==> src/rtl/xalu_nibble_sequencer.sv <==
// Sequences one WIDTH-bit operation through an external 4-bit xalu slice, one nibble per clock,
// chaining carries/shift bits and adding the one's-complement end-around-carry pass.
module xalu_nibble_sequencer #(
    parameter int NIBBLES = 4
) (
    input  logic                 clk,
    input  logic                 rst_n,
    input  logic                 start,
    input  logic [2:0]           op,
    input  logic                 com_mode,
    input  logic [4*NIBBLES-1:0] op_a,
    input  logic [4*NIBBLES-1:0] op_b,
    input  logic                 cin,
    output logic                 busy,
    output logic                 done,
    output logic [4*NIBBLES-1:0] result,
    output logic                 cout,
    output logic                 zero,
    output logic                 neg_zero,
    output logic                 equ,
    output logic [3:0]           alu_a,
    output logic [3:0]           alu_b,
    output logic [2:0]           alu_f,
    output logic                 alu_ci_right,
    output logic                 alu_ci_left,
    output logic                 alu_com,
    input  logic [3:0]           alu_d,
    input  logic                 alu_co_left,
    input  logic                 alu_co_right,
    input  logic                 alu_equ
);
    localparam int WIDTH = 4 * NIBBLES;
    localparam int IW = (NIBBLES > 1) ? $clog2(NIBBLES) : 1;
    localparam logic [IW-1:0] K_LAST = IW'(NIBBLES - 1);
    localparam logic [2:0] OP_ADD = 3'd0;
    localparam logic [2:0] OP_SHR = 3'd6;
    localparam logic [2:0] OP_SHL = 3'd7;

    typedef enum logic [1:0] {S_IDLE, S_RUN, S_EAC, S_DONE} state_t;

    state_t            state_q, state_d;
    logic [IW-1:0]     k_q, k_d, nib;
    logic [2:0]        op_q, op_d;
    logic              com_q, com_d;
    logic [WIDTH-1:0]  a_q, a_d, b_q, b_d, result_q, result_d;
    logic              carry_q, carry_d, equ_acc_q, equ_acc_d;
    logic              busy_q, busy_d, done_q, done_d, cout_q, cout_d;
    logic              zero_q, zero_d, neg_zero_q, neg_zero_d, equ_q, equ_d;

    always_ff @(posedge clk or negedge rst_n) begin
        if (!rst_n) begin
            state_q    <= S_IDLE;
            k_q        <= '0;
            op_q       <= '0;
            com_q      <= 1'b0;
            a_q        <= '0;
            b_q        <= '0;
            result_q   <= '0;
            carry_q    <= 1'b0;
            equ_acc_q  <= 1'b0;
            busy_q     <= 1'b0;
            done_q     <= 1'b0;
            cout_q     <= 1'b0;
            zero_q     <= 1'b0;
            neg_zero_q <= 1'b0;
            equ_q      <= 1'b0;
        end else begin
            state_q    <= state_d;
            k_q        <= k_d;
            op_q       <= op_d;
            com_q      <= com_d;
            a_q        <= a_d;
            b_q        <= b_d;
            result_q   <= result_d;
            carry_q    <= carry_d;
            equ_acc_q  <= equ_acc_d;
            busy_q     <= busy_d;
            done_q     <= done_d;
            cout_q     <= cout_d;
            zero_q     <= zero_d;
            neg_zero_q <= neg_zero_d;
            equ_q      <= equ_d;
        end
    end

    always_comb begin
        state_d      = state_q;
        k_d          = k_q;
        op_d         = op_q;
        com_d        = com_q;
        a_d          = a_q;
        b_d          = b_q;
        result_d     = result_q;
        carry_d      = carry_q;
        equ_acc_d    = equ_acc_q;
        busy_d       = busy_q;
        done_d       = 1'b0;
        cout_d       = cout_q;
        zero_d       = zero_q;
        neg_zero_d   = neg_zero_q;
        equ_d        = equ_q;
        alu_a        = 4'h0;
        alu_b        = 4'h0;
        alu_f        = 3'd0;
        alu_ci_right = 1'b0;
        alu_ci_left  = 1'b0;
        alu_com      = 1'b0;
        // SHR walks from the MSB nibble down so the shift-in bit enters at the top
        nib          = (op_q == OP_SHR) ? (K_LAST - k_q) : k_q;

        // busy covers the done cycle, then drops unless a new start is accepted
        if (done_q) busy_d = 1'b0;

        case (state_q)
            S_IDLE: begin
                if (start) begin
                    state_d   = S_RUN;
                    k_d       = '0;
                    op_d      = op;
                    com_d     = com_mode;
                    a_d       = op_a;
                    b_d       = op_b;
                    carry_d   = (op == OP_ADD || op == OP_SHR || op == OP_SHL) ? cin : 1'b0;
                    equ_acc_d = 1'b1;
                    busy_d    = 1'b1;
                end
            end
            S_RUN: begin
                alu_a   = a_q[nib*4 +: 4];
                alu_b   = b_q[nib*4 +: 4];
                alu_f   = op_q;
                alu_com = com_q;
                case (op_q)
                    OP_ADD, OP_SHL: begin
                        alu_ci_right = carry_q;
                        carry_d      = alu_co_left;
                    end
                    OP_SHR: begin
                        alu_ci_left = carry_q;
                        carry_d     = alu_co_right;
                    end
                    default: carry_d = 1'b0;
                endcase
                result_d[nib*4 +: 4] = alu_d;
                equ_acc_d = equ_acc_q & alu_equ;
                k_d = k_q + 1'b1;
                if (k_q == K_LAST) begin
                    k_d = '0;
                    if (op_q == OP_ADD && com_q && carry_d) state_d = S_EAC;
                    else                                    state_d = S_DONE;
                end
            end
            S_EAC: begin
                alu_a        = result_q[k_q*4 +: 4];
                alu_f        = OP_ADD;
                alu_ci_right = carry_q;
                alu_com      = com_q;
                result_d[k_q*4 +: 4] = alu_d;
                carry_d = alu_co_left;
                k_d = k_q + 1'b1;
                if (k_q == K_LAST) begin
                    k_d     = '0;
                    state_d = S_DONE;
                end
            end
            S_DONE: begin
                done_d     = 1'b1;
                cout_d     = carry_q;
                zero_d     = (result_q == '0);
                neg_zero_d = &result_q;
                equ_d      = equ_acc_q;
                state_d    = S_IDLE;
            end
            default: state_d = S_IDLE;
        endcase
    end

    assign busy     = busy_q;
    assign done     = done_q;
    assign result   = result_q;
    assign cout     = cout_q;
    assign zero     = zero_q;
    assign neg_zero = neg_zero_q;
    assign equ      = equ_q;

endmodule

==> config.mk <==
export PLATFORM = sky130hd
export DESIGN_NAME = xalu_nibble_sequencer
export DESIGN_NICKNAME = d
export VERILOG_FILES = /design/src/rtl/xalu_nibble_sequencer.sv
export SDC_FILE = /design/constraint.sdc
export NUM_CORES = 1
export LEC_CHECK = 0
export ABC_AREA = 1
export BUFFER_PORTS_ARGS = -buffer_cell sky130_fd_sc_hd__clkbuf_2
export CAP_MARGIN = 15
export CORE_MARGIN = 4
export CORE_UTILIZATION = 30
export DETAILED_ROUTE_END_ITERATION = 7
export GPL_ROUTABILITY_DRIVEN = 0
export PLACE_DENSITY = 0.49
export RECOVER_POWER = 50
export SYNTH_ARGS = -nofsm -noshare
export SYNTH_HDL_FRONTEND = slang
export SYNTH_SLANG_ARGS = --single-unit
==> constraint.sdc <==
create_clock -name clk -period 2.1 [get_ports clk]
set_input_delay 0.42 -clock clk [delete_from_list [all_inputs] [get_ports clk]]
set_output_delay 0.42 -clock clk [all_outputs]
set_load 0.02 [all_outputs]
==> results of run 1 <==
[stage by stage]
| stage | std cells | hold slack [ns] |
|---|---|---|
| floorplan | 500 | 0.124 |
| global placement | 731 | 0.423 |
| detailed placement | 731 | 0.428 |
| CTS | 766 | 0.0774 |
| global route | 768 | 0.285 |
| finish | 768 | 0.256 |
[worst max-delay path, stage by stage (launching register included)]
cell and delay [ns]:
dfrtp_2 0.44, nand3_4 0.16, buf_12 0.14, nand2_8 0.08, nand2_8 0.11, buf_6 0.14
nand2_2 0.04, nand2_1 0.08, nand2_1 0.08, a31oi_2 0.15, buf_4 0.17
[layer usage]
layer	GRT usage, %	share of wire (%)	routed length (µm)	vias to the layer above
li1	-	-	-	1825
met1	21.6	47	5270	1687
met2	25.7	46	5190	114
met3	4.50	5.6	630	16
met4	5.07	1.4	161	0
met5	0	0	0	-
[path summary, 6_finish.rpt]
path | startpoint | endpoint | slack [ns] | depth (start not counted)
worst min register to register | done$_DFF_PN0_ | busy$_DFF_PN0_ | 0.46 | 1
worst min-delay path | rst_n | result[12]$_DFFE_PN0P_ | 0.26 | 1
min in group clk | op_b[5] | b_q[5]$_DFFE_PN0P_ | 0.29 | 3
worst max register to register | state_q[1]$_DFFE_PN0P_ | carry_q$_DFFE_PN0P_ | 0.14 | 6
worst max-delay path | op_q[2]$_DFFE_PN0P_ | alu_b[0] | -0.25 | 10
max in group asynchronous | rst_n | op_q[1]$_DFFE_PN0P_ | 0.51 | 2
[sequential cells by signal, summed over array words and instances, names as in the netlist, 2 cells and up]
register and cells:
a_q 16, b_q 16, k_q 2, op_q 3, result 16, state_q 2
[logic make-up after synthesis]
kind of cell,count (synthesis)
DFF,64
AOI/OAI and AO/OA,53
xor gates and xnor gates,2
buffers and inverters,49
and+or+nand+nor,324
adders and majority gates,8
[power groups by stage]
| stage | clock [mW] | sequential [mW] | combinational (mW) |
|---|---|---|---|
| floorplan | 0 | 2.25 | 2.69 |
| global placement | 0 | 2.23 | 3.98 |
| detailed placement | 0 | 2.22 | 3.99 |
| CTS | 1.63 | 2.22 | 4.66 |
| global route | 1.68 | 2.29 | 5.28 |
| finish | 1.60 | 2.22 | 4.77 |
[Yosys cell counts]
cell type | count | share of area [%]
inv_1 | 26 | 2.7
o21ai_1 | 1 | 0.14
inv_2 | 3 | 0.31
nor2_1 | 19 | 1.9
o2111ai_1 | 2 | 0.48
or3_1 | 1 | 0.17
nand2_8 | 2 | 1.1
inv_8 | 1 | 0.31
nand2_2 | 3 | 0.51
dfrtp_1 | 64 | 44
or2_2 | 1 | 0.17
clkbuf_1 | 8 | 0.82
nand4_1 | 5 | 0.85
ha_1 | 8 | 2.7
a31oi_1 | 4 | 0.68
o21ai_0 | 29 | 4.0
nand3_2 | 1 | 0.27
nor3_1 | 4 | 0.55
nand4_4 | 1 | 0.58
nand3_4 | 3 | 1.4
clkinv_4 | 2 | 0.48
xor2_4 | 1 | 0.75
o22ai_2 | 1 | 0.34
buf_2 | 3 | 0.41
buf_6 | 1 | 0.31
a21oi_1 | 11 | 1.5
xor2_2 | 1 | 0.44
clkinv_1 | 1 | 0.10
o22ai_1 | 5 | 0.85
nand2_4 | 3 | 0.92
buf_4 | 2 | 0.41
nor4_1 | 5 | 0.85
nand2_1 | 255 | 26
buf_1 | 2 | 0.21
nand3_1 | 21 | 2.9
[what timing repair did]
action                     CTS  global route
buffers inserted            15             2
gates cloned                 4             0
setup endpoints to repair    9            16
gates resized for setup     44            19
hold endpoints to repair     0             0
pin swaps                   11            11
[cell type report]
class	count	area [µm²]
fill	1237	6960
multi-input combinational	389	1980
sequential	64	1610
timing repair buffer	118	767
clock buffer	13	250
tap	147	184
inverter	33	145
clock inverter	3	65.1
timing repair inverter	1	6.26
==> results.md, run 1 <==
- Worst Skew: 0.00299 ns
- Adder-cell share of the synthesized area: 2.73%
- Violated checks: negative setup slack
- Clock sinks: 64
- Tmin final: 2.35 ns
- Worst skew pair latency: 0.33 ns
- Xor and xnor fraction of the mapped netlist area: 1.20%
- Die H: 118 µm
- PD cells: 1720 nW/µm²
- Most common cell after layout, fill and taps aside: nand2_1
- Fmax: 0.426 GHz
- Fin util: 41.8%
- H-tree depth reported by CTS: 3
- Status: complete, but fails checks
- Period Utilization, post-route: 112%
- Final instance area: 5000 µm²
- Total power: 8.58 mW
- Number of global-route vias before repair: 3644
- Nets: 671
- Most frequent cells in the layout: nand2_1, clkbuf_2, dfrtp_1, buf_4, o21ai_0
- Hold WC Path Type: primary input to asynchronous set/reset pin
- Initial antenna violation count: 0
- Post-synthesis sequential area ratio: 43.7%
- Clk pwr share: 18.6%
- Core footprint: 12000 µm²
- Fin. max-slew vios: 0
- Total wire length: 11300 µm
- Compound-Gate Fraction of Synth Area: 7.96%
- Die X: 118 µm
- Drt first pass iters: 4
- Largest net degree at the start of global routing: 47
- Critical Path RT: 1.68 ns
- Hpwl dp: 8120 µm
- CP Capture Type: primary output
- Critical Path Source Type: flop
- Post-synthesis simple-gate area fraction: 38.4%
- Pre-CTS WS: 0.0143 ns
- PortBufs: 82
- Switching share of power: 45.7%
- Worst Slack Setup Final: -0.247 ns
- NetSw: 3.93 mW
- Vias per cell: 4.74
- ANT nets after route: 0
- Combinational family with the most area after synthesis: simple AND/OR/NAND/NOR gates
- I/O pin cnt: 83
- Clock buffer depth: 2
- Routed vias: 3642
- GRT Util Overall: 16.2%
- Post-Synthesis Cells: 500
- Leak: 2.66 nW
- Worst-path maximum fanout: 6
- Synthesized cell area: 3660 µm²
- Setup_tns: -1.60 ns
- Flop pwr share: 25.8%
- Layout area overhead: 36.7%
- Clk pin slew, worst setup/hold paths: 0.05 ns
- N_diodes: 0
- First-pass GRT wire length: 18400 µm
- RSZ-0062 raised after global routing: yes
- WL per Instance: 14.7 µm
- Mux cell area share after synthesis: 0%
- Combinational fraction of design power: 55.6%
- Post-Syn Area per Cell: 7.32 µm²
- Residual overflow from global routing: 0
- Least-Margin Pin Slew: 1.04 ns
- Initial Utilization: 30.6%
- Total CTS buffers: 9
- DR iter-0 viols: 213
- Slew headroom: 30.5%
- Hold Buf Count CTS: 0
- MaxCap Viol Count: 0
- Synth warn: 0
- Worst Path Arrival: 1.93 ns
- Layout cell share with drive strength beyond 1: 27.9%
- # DRC: 0
- Setup violations, final: 9
- Synth Register Bits: 64
- Worst vdd ir: 0.000612 V
- Root Buffer: clkbuf_16
- Syn Nets: 555
- TritonCTS clock tree: yes
- Row count: 40
- Internal power: 4.66 mW
- Final hold violations: 0
- Setup CP Type: flop to primary output
- Die ar.: 14000 µm²
- Post-synth cell types: 35
- Placed Area: 4330 µm²
No activity file was read; power rests on OpenSTA's default activity.
==> run 2: changes to the inputs <==
- CORE_MARGIN: 4 -> 2
==> results.md, run 2 (same netlist as run 1, synthesis figures left out) <==
- I/O pin cnt: 83 (unchanged)
- Fin. max-slew vios: 65 (+65)
- MaxCap Viol Count: 1 (+1)
- Die H: 114 µm (-3.4%)
- Critical Path RT: 1.68 ns (about the same)
- Tmin final: 2.35 ns (-0.00198 ns)
- Clk pin slew, worst setup/hold paths: 0.06 ns (about the same)
- WL per Instance: 14.1 µm (-3.8%)
- Die X: 114 µm (-3.4%)
- Initial antenna violation count: 0 (unchanged)
- Combinational fraction of design power: 55.5% (about the same)
- Hold WC Path Type: primary input to flop
- Critical Path Source Type: flop
- Worst vdd ir: 0.000569 V (-7.1%)
- Setup violations, final: 9 (unchanged)
- Worst skew pair latency: 0.33 ns (about the same)
- Fin cells: 759 (-1.2%)
- Worst Path Arrival: 1.93 ns (about the same)
- Drt first pass iters: 4 (unchanged)
- Switching share of power: 46.5% (+0.76 points)
- Setup_tns: -1.81 ns (-0.214 ns)
- GRT Util Overall: 17.2% (+1.0 points)
- ANT nets after route: 0 (unchanged)
- Nets: 662 (-1.3%)
- Final instance area: 4960 µm² (-0.80%)
- PortBufs: 82 (unchanged)
- Critical path's slowest cell: dfrtp_1
- Die ar.: 13100 µm² (-6.6%)
- NetSw: 3.92 mW (about the same)
- Largest net degree at the start of global routing: 65 (+38%)
- Slew headroom: -9.56% (-40 points)
- H-tree depth reported by CTS: 3 (unchanged)
- Worst Skew: 0.00839 ns (+0.00540 ns)
- Number of global-route vias before repair: 3655 (+0.30%)
- Final hold violations: 0 (unchanged)
- Routed vias: 3566 (-2.1%)
- Least-Margin Pin Slew: 1.64 ns (+0.601 ns)
- Internal power: 4.51 mW (-3.1%)
- Residual overflow from global routing: 0 (unchanged)
- Most frequent cells in the layout: nand2_1, clkbuf_2, dfrtp_1, o21ai_0, buf_4
- Hold Buf Count CTS: 0 (unchanged)
- Status: complete, but fails checks
- # DRC: 0 (unchanged)
- Layout cell share with drive strength beyond 1: 28.1% (+0.25 points)
- Total wire length: 10700 µm (-4.9%)
- Placed cell count: 730 (-0.14%)
- N_diodes: 0 (unchanged)
- Pre-CTS WS: 0.0632 ns (+0.0489 ns)
- Vias per cell: 4.70 (-0.93%)
- DR iter-0 viols: 153 (-28%)
- Most common cell after layout, fill and taps aside: nand2_1
- Leak: 2.62 nW (-1.7%)
- Clock buffer depth: 2 (unchanged)
- CP Capture Type: primary output
- Hpwl dp: 7720 µm (-4.9%)
- RSZ-0062 raised after global routing: yes
- Clock sinks: 64 (unchanged)
- First-pass GRT wire length: 17600 µm (-4.3%)
- Root Buffer: clkbuf_16
- Clk pwr share: 18.5% (about the same)
- CP most frequent cell: nand2_1
- Initial Utilization: 30.6% (unchanged)
- Period Utilization, post-route: 112% (about the same)
- Flop pwr share: 26.0% (+0.2 points)
- Worst Slack Setup Final: -0.245 ns (+0.00198 ns)
- Layout area overhead: 35.6%
- Core footprint: 12000 µm² (unchanged)
- PD cells: 1700 nW/µm² (-0.94%)
- TritonCTS clock tree: yes
- Placed Area: 4330 µm² (+0.12%)
- Violated checks: max-capacitance violations, max-slew violations, negative setup slack
- Crit-path cells: inv_2 > nand3_4 > buf_12 > xor2_4 > nand2_1 > nand2_1 > nand2_1 > a21oi_2 > buf_6
- Worst-path maximum fanout: 5 (-1)
- Total CTS buffers: 9 (unchanged)
- Fmax: 0.426 GHz (about the same)
- Setup CP Type: flop to primary output
- Row count: 40 (unchanged)
- Crit path largest cell delay: 0.39 ns (-0.05 ns)
==> run 2: cell type report <==
class                      count  area [µm²]
fill                        1250        7000
clock buffer                  11         253
timing repair buffer         112         732
clock inverter                 5        55.1
multi-input combinational    387        1990
sequential                    64        1600
inverter                      33         150
tap                          147         184
==> run 2: per-stage QoR <==
stage                     util, %  power (mW)  hold slack, ns
after floorplan                 -        4.94           0.124
after global placement       36.2        6.17           0.451
after detailed placement     36.2        6.19           0.466
after CTS                    39.8        8.03           0.120
after global routing         41.5        9.13           0.286
final                        41.5        8.43           0.281
==> run 2: worst paths after layout <==
kind	end	start	slack, ns	cells after the start
hold / removal	b_q[14]$_DFFE_PN0P_	op_b[14]	0.28	3
min in group asynchronous	b_q[15]$_DFFE_PN0P_	rst_n	0.60	2
setup reg to reg	carry_q$_DFFE_PN0P_	state_q[1]$_DFFE_PN0P_	0.07	6
setup / recovery	alu_a[1]	op_q[0]$_DFFE_PN0P_	-0.25	9
hold reg to reg	equ$_DFFE_PN0P_	equ$_DFFE_PN0P_	0.48	2
max in group asynchronous	op_q[2]$_DFFE_PN0P_	rst_n	0.42	2
==> run 2: what timing repair did <==
item,in CTS,in global routing
resized for setup,22,43
endpoints found under the setup margin,10,19
setup buffers,6,7
pin swaps,0,10
==> run 2: power by group through the flow <==
stage / Clock [mW] / Sequential (mW) / Combinational (mW)
floorplan: 0 / 2.25 / 2.69
finish: 1.56 / 2.19 / 4.68
global route: 1.65 / 2.26 / 5.22
CTS: 1.59 / 2.20 / 4.25
detailed placement: 0 / 2.21 / 3.98
global placement: 0 / 2.21 / 3.96
==> run 2: critical path, delay by kind of cell, from the launching register on <==
family                    cells  cell delay [ns]
buffers and inverters         3             0.43
AOI/OAI and AO/OA             1             0.18
DFF                           1             0.39
xor gates and xnor gates      1             0.19
and+or+nand+nor               4             0.41
==> run 2: routing by layer <==
layer	routed length [µm]	global-route usage [%]
met3	499	3.81
met1	5070	22.9
met4	131	5.20
met5	0	0
met2	5000	28.0
==> run 3: changes to the inputs <==
- CORE_UTILIZATION: 30 -> 35
- PLACE_DENSITY: 0.49 -> 0.56
==> results.md, run 3 (same netlist as run 1, synthesis figures left out) <==
- Layout area overhead: 30.5%
- Nets: 664 (+0.30%)
- PD cells: 1640 nW/µm² (-3.7%)
- Critical Path Source Type: flop
- Period Utilization, post-route: 112% (+0.13 points)
- Least-Margin Pin Slew: 1.59 ns (-0.0519 ns)
- Drt first pass iters: 4 (unchanged)
- Die ar.: 11300 µm² (-14%)
- Fin cells: 750 (-1.2%)
- GRT Util Overall: 19.0% (+1.8 points)
- Initial Utilization: 35.8% (+5.2 points)
- MaxCap Viol Count: 1 (unchanged)
- Most frequent cells in the layout: nand2_1, clkbuf_2, dfrtp_1, buf_4, o21ai_0
- Total CTS buffers: 9 (unchanged)
- Worst Path Arrival: 1.93 ns (about the same)
- Slew headroom: -6.10% (+3.5 points)
- H-tree depth reported by CTS: 3 (unchanged)
- Largest net degree at the start of global routing: 65 (unchanged)
- Core footprint: 10200 µm² (-14%)
- TritonCTS clock tree: yes
- Hold Buf Count CTS: 0 (unchanged)
- Setup_tns: -1.82 ns (-0.00956 ns)
- Die X: 106 µm (-7.2%)
- Hold WC Path Type: primary input to flop
- Clock sinks: 64 (unchanged)
- CP Capture Type: primary output
- Clock buffer depth: 2 (unchanged)
- Residual overflow from global routing: 0 (unchanged)
- Clk pin slew, worst setup/hold paths: 0.08 ns (+0.02 ns)
- Layout cell share with drive strength beyond 1: 27.5% (-0.58 points)
- Vias per cell: 4.73 (+0.75%)
- First-pass GRT wire length: 16900 µm (-4.0%)
- Critical Path RT: 1.68 ns (about the same)
- Initial antenna violation count: 0 (unchanged)
- Filler cells: 1061 (-15%)
- I/O pin cnt: 83 (unchanged)
- DR iter-0 viols: 220 (+44%)
- Fin. max-slew vios: 65 (unchanged)
- Worst skew pair latency: 0.35 ns (+0.02 ns)
- Hpwl dp: 7350 µm (-4.8%)
- Total wire length: 10100 µm (-5.7%)
- Worst vdd ir: 0.000746 V (+31%)
- PortBufs: 82 (unchanged)
- Worst Skew: 0.0122 ns (+0.00382 ns)
- ANT nets after route: 0 (unchanged)
- WL per Instance: 13.5 µm (-4.5%)
- Row count: 37 (-7.5%)
- Status: complete, but fails checks
- Violated checks: max-capacitance violations, max-slew violations, negative setup slack
- RSZ-0062 raised after global routing: yes
- Most common cell after layout, fill and taps aside: nand2_1
- Routed vias: 3550 (-0.45%)
- Worst-path maximum fanout: 9 (+4)
- N_diodes: 0 (unchanged)
- Tmin final: 2.35 ns (+0.00266 ns)
- Number of global-route vias before repair: 3588 (-1.8%)
- Worst Slack Setup Final: -0.248 ns (-0.00266 ns)
- Setup CP Type: flop to primary output
- Placed cell count: 718 (-1.6%)
- Die H: 106 µm (-7.2%)
- Root Buffer: clkbuf_8
- Setup violations, final: 9 (unchanged)
- Fmax: 0.426 GHz (-0.11%)
- Leak: 2.56 nW (-1.9%)
- # DRC: 0 (unchanged)
- Final hold violations: 0 (unchanged)
==> run 3: what timing repair did <==
action                                 in CTS  in global routing
setup buffers                              11                  3
endpoints found under the hold margin       0                  0
cloned                                      2                  0
setup endpoints to repair                   9                 20
pin swaps                                  15                 10
resized for setup                          34                 23
==> run 3: critical path: stages (launching register included) <==
cell and delay [ns]:
dfrtp_1 0.43, inv_1 0.13, ha_1 0.44, clkinv_2 0.21
a21oi_2 0.21, clkbuf_8 0.18
==> run 3: cell type report <==
cell class | instances | area (µm²) | share of cell area (%)
inverters | 33 | 148 | 3.09
repair buffers | 113 | 717 | 15.0
multi-input cells | 388 | 1940 | 40.5
flip-flops and latches | 64 | 1600 | 33.6
clock inverters | 6 | 67.6 | 1.41
clock buffers | 10 | 138 | 2.88
well taps | 136 | 170 | 3.56
==> run 3: stage by stage <==
| stage | hold WS, ns | util (%) | cell area [µm²] | worst slack [ns] | power [mW] |
|---|---|---|---|---|---|
| 2_1_floorplan | 0.124 | - | 3660 | 0.0520 | 4.94 |
| 6_report | 0.253 | 46.7 | 4780 | -0.248 | 7.82 |
| 5_1_grt | 0.263 | 46.7 | 4780 | -0.377 | 8.51 |
| 3_3_place_gp | 0.458 | 42.1 | 4310 | 0.0398 | 6.11 |
| 4_1_cts | 0.0950 | 46.2 | 4730 | -0.293 | 7.69 |
| 3_5_place_dp | 0.463 | 42.1 | 4310 | 0.0191 | 6.16 |
==> run 3: final timing paths <==
kind,startpoint,endpoint,slack (ns),cells after the start
worst max-delay path,state_q[0]$_DFFE_PN0P_,alu_a[0],-0.25,5
worst min-delay path,op_b[6],b_q[6]$_DFFE_PN0P_,0.25,3
worst max register to register,state_q[0]$_DFFE_PN0P_,carry_q$_DFFE_PN0P_,0.13,6
worst min register to register,done$_DFF_PN0_,busy$_DFF_PN0_,0.47,1
max in group asynchronous,rst_n,op_q[1]$_DFFE_PN0P_,0.50,2
min in group asynchronous,rst_n,op_q[0]$_DFFE_PN0P_,0.56,2
==> run 3: power by group <==
part           switching [mW]  leakage [nW]  internal [mW]
registers               0.449         0.815           1.76
clock network           0.511        0.0989          0.584
logic                    2.81          1.65           1.71
total                    3.77          2.56           4.05
==> run 3: metal layers <==
metal	vias to the layer above	wire, µm	GRT usage, %
li1	1814	-	-
met5	-	0	0
met2	111	4600	30.4
met3	13	533	3.43
met1	1612	4800	25.8
met4	0	170	6.48
